===== config.mk =====
export PLATFORM = sky130hd
export DESIGN_NAME = fetch_sequencer_flat
export DESIGN_NICKNAME = d
export VERILOG_FILES = /design/src/rtl/fetch_sequencer_if.sv /design/src/rtl/fetch_sequencer.sv /design/src/flat_wrapper.sv
export SDC_FILE = /design/constraint.sdc
export NUM_CORES = 1
export LEC_CHECK = 0
export CAP_MARGIN = 10
export CORE_AREA = 2 2 47 71
export DETAILED_ROUTE_END_ITERATION = 10
export DIE_AREA = 0 0 49 73
export PLACE_DENSITY = 0.75
export SKIP_CTS_REPAIR_TIMING = 1
export SLEW_MARGIN = 40
export SYNTH_ARGS = -nofsm -noshare
export SYNTH_HDL_FRONTEND = slang
export SYNTH_SLANG_ARGS = --single-unit

===== constraint.sdc =====
create_clock -name clk -period 1.5 [get_ports clk]
set_input_delay 0.15 -clock clk [delete_from_list [all_inputs] [get_ports clk]]
set_output_delay 0.15 -clock clk [all_outputs]
set_load 0.005 [all_outputs]

===== src/rtl/fetch_sequencer_if.sv =====
// Fetch-side bus of the sequencer: hazard controls, instruction memory
// port and the IF/ID outputs toward decode.
interface fetch_sequencer_if;
    logic       stall;
    logic       flush;
    logic [7:0] flush_pc;
    logic [7:0] instr_in;
    logic [7:0] pc;
    logic       ir_en;
    logic [7:0] instr_out;
    logic       instr_valid;
    logic       has_imm;

    modport master (
        input  stall, flush, flush_pc, instr_in,
        output pc, ir_en, instr_out, instr_valid, has_imm
    );

    modport slave (
        output stall, flush, flush_pc, instr_in,
        input  pc, ir_en, instr_out, instr_valid, has_imm
    );
endinterface


===== src/rtl/fetch_sequencer.sv =====
// Instruction fetch controller: PC, IF/ID latch, two-word (LDM/LDD/STD) pairing.
// Optional FETCH_STATS_EN adds issued/bubble saturating counters.
module fetch_sequencer #(
    parameter logic [7:0] RESET_PC    = 8'h00,
    parameter logic [3:0] TWO_WORD_OP = 4'hC,
    parameter logic [7:0] NOP_WORD    = 8'h00
) (
    input  logic              clk,
    input  logic              rst,
`ifdef FETCH_STATS_EN
    output logic [15:0]       stat_issued,
    output logic [15:0]       stat_bubbles,
`endif
    fetch_sequencer_if.master bus
);

    typedef enum logic {FETCH = 1'b0, IMM = 1'b1} state_e;

    state_e     state_q, state_d;
    logic [7:0] pc_q, pc_d;
    logic [7:0] pend_q, pend_d;
    logic [7:0] instr_q, instr_d;
    logic       valid_q, valid_d;
    logic       imm_q, imm_d;
    logic       is2w;

    assign is2w = (bus.instr_in[7:4] == TWO_WORD_OP) &&
                  (bus.instr_in[3:2] != 2'b11);

    always_ff @(posedge clk or posedge rst) begin
        if (rst) state_q <= FETCH;
        else     state_q <= state_d;
    end

    always_comb begin
        state_d = state_q;
        if (bus.flush) begin
            state_d = FETCH;
        end else if (!bus.stall) begin
            unique case (state_q)
                FETCH: state_d = is2w ? IMM : FETCH;
                IMM:   state_d = FETCH;
            endcase
        end
    end

    // The opcode of a two-word pair is parked in pend_q and only issued
    // on the edge that captures its immediate, so both reach decode together.
    always_comb begin
        pc_d      = pc_q;
        pend_d    = pend_q;
        instr_d   = instr_q;
        valid_d   = valid_q;
        imm_d     = imm_q;
        bus.ir_en = 1'b0;
        if (bus.flush) begin
            pc_d    = bus.flush_pc;
            instr_d = NOP_WORD;
            valid_d = 1'b0;
            imm_d   = 1'b0;
        end else if (!bus.stall) begin
            pc_d = pc_q + 8'd1;
            unique case (state_q)
                FETCH: begin
                    imm_d = 1'b0;
                    if (is2w) begin
                        pend_d  = bus.instr_in;
                        instr_d = NOP_WORD;
                        valid_d = 1'b0;
                    end else begin
                        instr_d = bus.instr_in;
                        valid_d = 1'b1;
                    end
                end
                IMM: begin
                    bus.ir_en = 1'b1;
                    instr_d   = pend_q;
                    valid_d   = 1'b1;
                    imm_d     = 1'b1;
                end
            endcase
        end
    end

    always_ff @(posedge clk or posedge rst) begin
        if (rst) begin
            pc_q    <= RESET_PC;
            pend_q  <= NOP_WORD;
            instr_q <= NOP_WORD;
            valid_q <= 1'b0;
            imm_q   <= 1'b0;
        end else begin
            pc_q    <= pc_d;
            pend_q  <= pend_d;
            instr_q <= instr_d;
            valid_q <= valid_d;
            imm_q   <= imm_d;
        end
    end

    assign bus.pc          = pc_q;
    assign bus.instr_out   = instr_q;
    assign bus.instr_valid = valid_q;
    assign bus.has_imm     = imm_q;

`ifdef FETCH_STATS_EN
    logic [15:0] issued_q, issued_d;
    logic [15:0] bubbles_q, bubbles_d;
    logic        issue_ev, bubble_ev;

    always_comb begin
        issue_ev  = !bus.flush && !bus.stall &&
                    ((state_q == IMM) || !is2w);
        bubble_ev = bus.flush ||
                    (!bus.stall && (state_q == FETCH) && is2w);
        issued_d  = issued_q;
        bubbles_d = bubbles_q;
        if (issue_ev && issued_q != 16'hFFFF)
            issued_d = issued_q + 16'd1;
        if (bubble_ev && bubbles_q != 16'hFFFF)
            bubbles_d = bubbles_q + 16'd1;
    end

    always_ff @(posedge clk or posedge rst) begin
        if (rst) begin
            issued_q  <= 16'd0;
            bubbles_q <= 16'd0;
        end else begin
            issued_q  <= issued_d;
            bubbles_q <= bubbles_d;
        end
    end

    assign stat_issued  = issued_q;
    assign stat_bubbles = bubbles_q;
`endif

endmodule


===== src/flat_wrapper.sv =====
// flat-port wrapper written by rule: the top's interface ports become plain ports
module fetch_sequencer_flat 
#(
    parameter logic [7:0] RESET_PC    = 8'h00,
    parameter logic [3:0] TWO_WORD_OP = 4'hC,
    parameter logic [7:0] NOP_WORD    = 8'h00
)
  (clk, rst, bus_stall, bus_flush, bus_flush_pc, bus_instr_in, bus_pc, bus_ir_en, bus_instr_out, bus_instr_valid, bus_has_imm);
  fetch_sequencer_if bus_i ();
  input  logic clk;
  input  logic rst;
  input wire logic [$bits(bus_i.stall)-1:0] bus_stall;
  input wire logic [$bits(bus_i.flush)-1:0] bus_flush;
  input wire logic [$bits(bus_i.flush_pc)-1:0] bus_flush_pc;
  input wire logic [$bits(bus_i.instr_in)-1:0] bus_instr_in;
  output wire logic [$bits(bus_i.pc)-1:0] bus_pc;
  output wire logic [$bits(bus_i.ir_en)-1:0] bus_ir_en;
  output wire logic [$bits(bus_i.instr_out)-1:0] bus_instr_out;
  output wire logic [$bits(bus_i.instr_valid)-1:0] bus_instr_valid;
  output wire logic [$bits(bus_i.has_imm)-1:0] bus_has_imm;
  assign bus_i.stall = bus_stall;
  assign bus_i.flush = bus_flush;
  assign bus_i.flush_pc = bus_flush_pc;
  assign bus_i.instr_in = bus_instr_in;
  assign bus_pc = bus_i.pc;
  assign bus_ir_en = bus_i.ir_en;
  assign bus_instr_out = bus_i.instr_out;
  assign bus_instr_valid = bus_i.instr_valid;
  assign bus_has_imm = bus_i.has_imm;
  fetch_sequencer #(.RESET_PC(RESET_PC), .TWO_WORD_OP(TWO_WORD_OP), .NOP_WORD(NOP_WORD)) u_core (.clk(clk), .rst(rst), .bus(bus_i));
endmodule

==> flow_metrics.env, run 1 <==
export IMPL_async_reset_ff_share_pct=100
export IMPL_fin_crit_sh_pct=93.8
export IMPL_grt_ovfl_total=0
export IMPL_synthDistinctLibCells=33
export IMPL_grt_pass1_wl_um=5040
export IMPL_hold_viol=0
export IMPL_layout_cells_non_filler=210
export IMPL_final_common_cell="clkdlybuf4s50_1"
export IMPL_setup_violations_final=0
export IMPL_slew_headroom_pct=76.3
export IMPL_drtAntennaViolNets=0
export IMPL_antenna_found_initial=0
export IMPL_cp_slowest_cell="clkdlybuf4s50_1"
export IMPL_area_growth_pct=43.4
export IMPL_nNetsFinal=192
export IMPL_cts_inserted_buffers=3
export IMPL_p_leak_nw=0.877
export IMPL_critPathMaxStageDelay_ps=540
export IMPL_cp_top_family="buffers and inverters"
export IMPL_cp_max_fo=6
export IMPL_drc_errors=0
export IMPL_routedWlPerCell_um=13.9
export IMPL_register_area_um2=677
export IMPL_dp_cells=205
export IMPL_ioPinCount=39
export IMPL_synth_top_area_share_pct=51.7
export IMPL_grt_start_max_net_pins=28
export IMPL_min_path_type="primary input to asynchronous set/reset pin"
export IMPL_multi_input_area_um2=584
export IMPL_setup_tns_ps=0
export IMPL_rows=25
export IMPL_coreArea_um2=3030
export IMPL_cts_tree="done"
export IMPL_grt_pass1_vias=1124
export IMPL_ir_drop_mv=0.585
export IMPL_min_period_ps=1410
export IMPL_synth_warnings=0
export IMPL_place_congestion=0.750
export IMPL_syn_inst=119
export IMPL_n_fill_cell=280
export IMPL_drv_slew=0
export IMPL_status="completed"
export IMPL_power_total_mw=1.56
export IMPL_ys_ff_latch=27
export IMPL_drive_gt1_share_pct=17.1
export IMPL_worst_setup_path_end_kind="primary output"
export IMPL_cts_num_sinks=27
export IMPL_netlist_area_um2=1310
export IMPL_vias_per_cell=5.10
export IMPL_die_area_um2=3580
export IMPL_worstPathRequired_ps=1350
export IMPL_hpwlAfterDp_um=2250
export IMPL_final_cell_mix="35 x clkdlybuf4s50_1, 26 x dfrtp_1, 16 x buf_4"
export IMPL_crit_buf_inv=1
export IMPL_final_core_util_pct=61.8
export IMPL_holdWs_ps=240
export IMPL_timing_max_cap_violations=0
export IMPL_cts_root_buf="clkbuf_8"
export IMPL_tightest_slew_ps=355
export IMPL_fin_skew_ps=7.49
export IMPL_first_pass_iters=4
export IMPL_ys_seq_area_share_pct=51.7
export IMPL_rsz0062_at_grt="false"
export IMPL_max_freq_mhz=711
export IMPL_numPortBuffers=38
export IMPL_synth_area_leaders="dfrtp_1 52%, mux2_2 5.2%, and3b_1 4.0%, o2bb2ai_1 4.0%, a21oi_1 3.4%"
export IMPL_drt_total_wl_um=2910
export IMPL_ys_dominant_reg_cell="dfrtp_1"
export IMPL_die_w_um=49
export IMPL_post_synth_top_area_cell="dfrtp_1"
export IMPL_vias=1072
export IMPL_clock_path_buffers=2
export IMPL_critical_path_class="flop to primary output"
export IMPL_crit_chain="clkdlybuf4s50_1"
export IMPL_clk_latency_ps=270
export IMPL_initial_utilization_pct=43.1
export IMPL_startpoint_type="flop"
export IMPL_die_height_um=73
export IMPL_synth_edf_count=0
export IMPL_crit_arrival_ps=1260
export IMPL_syn_nets=140
export IMPL_clkTransAtPathRegs_ps=90
export IMPL_synth_avg_cell_area_um2=11.0
export IMPL_track_usage_pct=17.9
export IMPL_diodes=0
export IMPL_pwr_density_cell_nw_per_um2=833
export IMPL_drtIter0Drc=8
export IMPL_cts_htree_levels=1
area by class of cell:
| type | instances | area share (%) |
|---|---|---|
| Sequential cell | 27 | 36.1 |
| Multi-Input combinational cell | 82 | 31.2 |
| Timing Repair Buffer | 54 | 27.1 |
| Tap cell | 40 | 2.67 |
| Clock buffer | 4 | 2.40 |
| Inverter | 3 | 0.600 |
per-stage QoR:
step           setup slack [ps]  cell area [um2]
6_report                   92.7             1880
3_3_place_gp               -113             1810
4_1_cts                    -109             1860
5_1_grt                    37.5             1880
3_5_place_dp               -161             1810
2_1_floorplan               230             1310
cell families after synthesis:
group	synth area share, %
buf+inv	3.64
flops	51.7
fa+ha+maj	0.957
simple gates	20.5
xor+xnor	2.68
compound gates	13.1
mux	7.46
sequential cells by signal (all words and copies together), names as in the netlist:
signal / cells
u_core.bus.pc: 8
u_core.state_q: 1
u_core.bus.instr_out: 8
u_core.bus.has_imm: 1
u_core.bus.instr_valid: 1
u_core.pend_q: 8
metal layers:
layer  vias up  global-route usage (%)  part of all wire (%)
met1       521                    20.5                    41
met3         2                    2.05                   4.5
met5         -                       0                     0
met4         0                    4.76                  0.52
met2        29                    34.9                    54
li1        520                       -                     -
cell usage after synthesis (3+ instances only):
master,instances
dfrtp_1,27
nand2_1,11
a21oi_1,9
nor2_1,7
and3b_1,6
mux2_2,6
o21ai_0,6
o2bb2ai_1,6
clkbuf_1,4
nand2b_1,4
inv_1,3
mux2i_1,3
nand3_1,3
worst paths after layout:
kind	slack, ps	startpoint	endpoint	cells after the start
max in group asynchronous	990	rst	u_core.state_q	3
min in group clk	340	bus_stall	u_core.bus.has_imm	3
worst min register to register	470	u_core.pend_q[7]	u_core.pend_q[7]	1
worst max-delay path	90	u_core.bus.pc[4]	bus_pc[4]	1
worst max register to register	160	u_core.state_q	u_core.pend_q[4]	4
worst min-delay path	240	rst	u_core.bus.instr_out[7]	3
power by group:
part | switching [mW] | internal [mW]
clock | 0.209 | 0.190
sequential | 0.0519 | 0.796
combinational | 0.118 | 0.198
total | 0.379 | 1.18
(Power assumes the default switching activity.)
==> run 2: changes to the inputs <==
CORE_AREA = 2 2 72 47   (was 2 2 47 71)
DIE_AREA = 0 0 74 49   (was 0 0 49 73)
PLACE_DENSITY = 0.76   (was 0.75)
==> run 2 against run 1 <==
Compared with the run above:
- sequential share of layout area increased by 0.51 points
- hold slack got worse by 12 ps
- clock power increased by 4%
- critical endpoint is now bus_pc[3]
- global-route usage shrank 0.18 points
- power is 0.69% higher
- die area up 1.4%
- count of clock-buffer cells in the layout did not move
- register-to-register slack barely moved
- sequential cell count unchanged
==> flow_metrics.env, run 2 (synthesized netlist as in run 1, its figures left out) <==
export IMPL_critPathMaxStageDelay_ps=540
export IMPL_cp_top_family="buffers and inverters"
export IMPL_n_fill_cell=258
export IMPL_cts_htree_levels=1
export IMPL_drtAntennaViolNets=0
export IMPL_crit_arrival_ps=1270
export IMPL_final_core_util_pct=61.2
export IMPL_cts_root_buf="clkbuf_8"
export IMPL_rsz0062_at_grt="false"
export IMPL_grt_ovfl_total=0
export IMPL_place_congestion=0.797
export IMPL_status="completed"
export IMPL_clkPwrFrac_pct=26.4
export IMPL_final_area_um2=1850
export IMPL_timing_max_cap_violations=0
export IMPL_tightest_slew_ps=338
export IMPL_hold_viol=0
export IMPL_clock_path_buffers=2
export IMPL_die_area_um2=3630
export IMPL_antenna_found_initial=0
export IMPL_startpoint_type="flop"
export IMPL_die_height_um=49
export IMPL_max_freq_mhz=703
export IMPL_p_leak_nw=0.850
export IMPL_hpwlAfterDp_um=2230
export IMPL_drv_slew=0
export IMPL_ioPinCount=39
export IMPL_drc_errors=0
export IMPL_ir_drop_mv=0.434
export IMPL_drive_gt1_share_pct=15.1
export IMPL_p_int_mw=1.18
export IMPL_cts_inserted_buffers=3
export IMPL_critical_path_class="flop to primary output"
export IMPL_nNetsFinal=188
export IMPL_dp_cells=205
export IMPL_vias_per_cell=4.96
export IMPL_min_path_type="primary input to asynchronous set/reset pin"
export IMPL_sequentialPowerShare_pct=54.0
export IMPL_crit_buf_inv=1
export IMPL_first_pass_iters=4
export IMPL_routedWlPerCell_um=14.1
export IMPL_rows=16
export IMPL_grt_pass1_vias=1054
export IMPL_cp_max_fo=6
export IMPL_setup_violations_final=0
export IMPL_cts_tree="done"
export IMPL_numPortBuffers=38
export IMPL_die_w_um=74
export IMPL_final_cell_mix="36 x clkdlybuf4s50_1, 26 x dfrtp_1, 12 x buf_4"
export IMPL_area_growth_pct=41.4
export IMPL_register_area_um2=677
export IMPL_drt_total_wl_um=2970
export IMPL_power_total_mw=1.57
export IMPL_p_sw_uw=395
export IMPL_reg2reg_depth=3
export IMPL_crit_chain="clkdlybuf4s50_1"
export IMPL_grt_pass1_wl_um=4950
export IMPL_slew_headroom_pct=77.4
export IMPL_layout_cells_non_filler=211
export IMPL_pwr_density_cell_nw_per_um2=851
export IMPL_fin_crit_sh_pct=94.8
export IMPL_clkTransAtPathRegs_ps=90
export IMPL_cp_depth=1
export IMPL_holdWs_ps=229
export IMPL_coreArea_um2=3020
export IMPL_drtIter0Drc=58
export IMPL_vias=1047
export IMPL_cts_num_sinks=27
export IMPL_track_usage_pct=17.7
export IMPL_worst_setup_path_end_kind="primary output"
export IMPL_worstPathRequired_ps=1350
export IMPL_grt_start_max_net_pins=28
export IMPL_placed_area_um2=1780
export IMPL_netSwitchingFraction_pct=25.1
export IMPL_min_period_ps=1420
export IMPL_combPwrFrac_pct=19.6
export IMPL_cp_slowest_cell="clkdlybuf4s50_1"
export IMPL_clk_latency_ps=270
export IMPL_diodes=0
export IMPL_multi_input_area_um2=584
export IMPL_final_common_cell="clkdlybuf4s50_1"
export IMPL_initial_utilization_pct=43.3
export IMPL_fin_skew_ps=2.79
-- run 2: changes by cell type in the layout (fill, tap and decap cells not counted) --
cell	previous run	this run
buf_4	16	12
clkdlybuf4s50_1	35	36
dlymetal6s2s_1	3	2
-- run 2: per-stage QoR --
stage               setup slack [ps]  TNS (ps)
finish                          78.2         0
global route                    12.0         0
CTS                             -151      -151
detailed placement              -216     -2440
global placement                -117     -1500
floorplan                        230         0
-- run 2: tightest hold or removal path, cell delays in order --
cell and delay, ps:
clkdlybuf4s50_1 400, inv_1 50, buf_4 320
-- run 2: final cells by class --
class,count,area share [%]
multi-input cells,82,31.6
inverters,3,0.609
flip-flops and latches,27,36.6
repair buffers,50,25.7
clock buffers,4,2.44
well taps,45,3.04
-- run 2: final timing paths --
check	startpoint	end	slack [ps]
setup / recovery	u_core.bus.pc[3]	bus_pc[3]	80
hold / removal	rst	u_core.bus.instr_out[7]	230
setup reg to reg	u_core.state_q	u_core.pend_q[0]	150
hold reg to reg	u_core.pend_q[6]	u_core.pend_q[6]	470
max in group asynchronous	rst	u_core.state_q	1000
min in group clk	bus_stall	u_core.bus.has_imm	290
-- run 2: power groups by stage --
stage,registers (mW),clock network (mW),logic (mW)
2_1_floorplan,0.853,0,0.136
3_3_place_gp,0.858,0,0.302
3_5_place_dp,0.863,0,0.311
4_1_cts,0.850,0.422,0.312
5_1_grt,0.860,0.453,0.343
6_report,0.850,0.415,0.309
-- run 2: layer usage --
metal | global-route usage, % | part of all wire [%] | vias to the layer above
li1 | - | - | 522
met1 | 25.5 | 49 | 495
met2 | 27.1 | 46 | 25
met3 | 5.17 | 5.1 | 5
met4 | 3.03 | 0.67 | 0
met5 | 0 | 0 | -
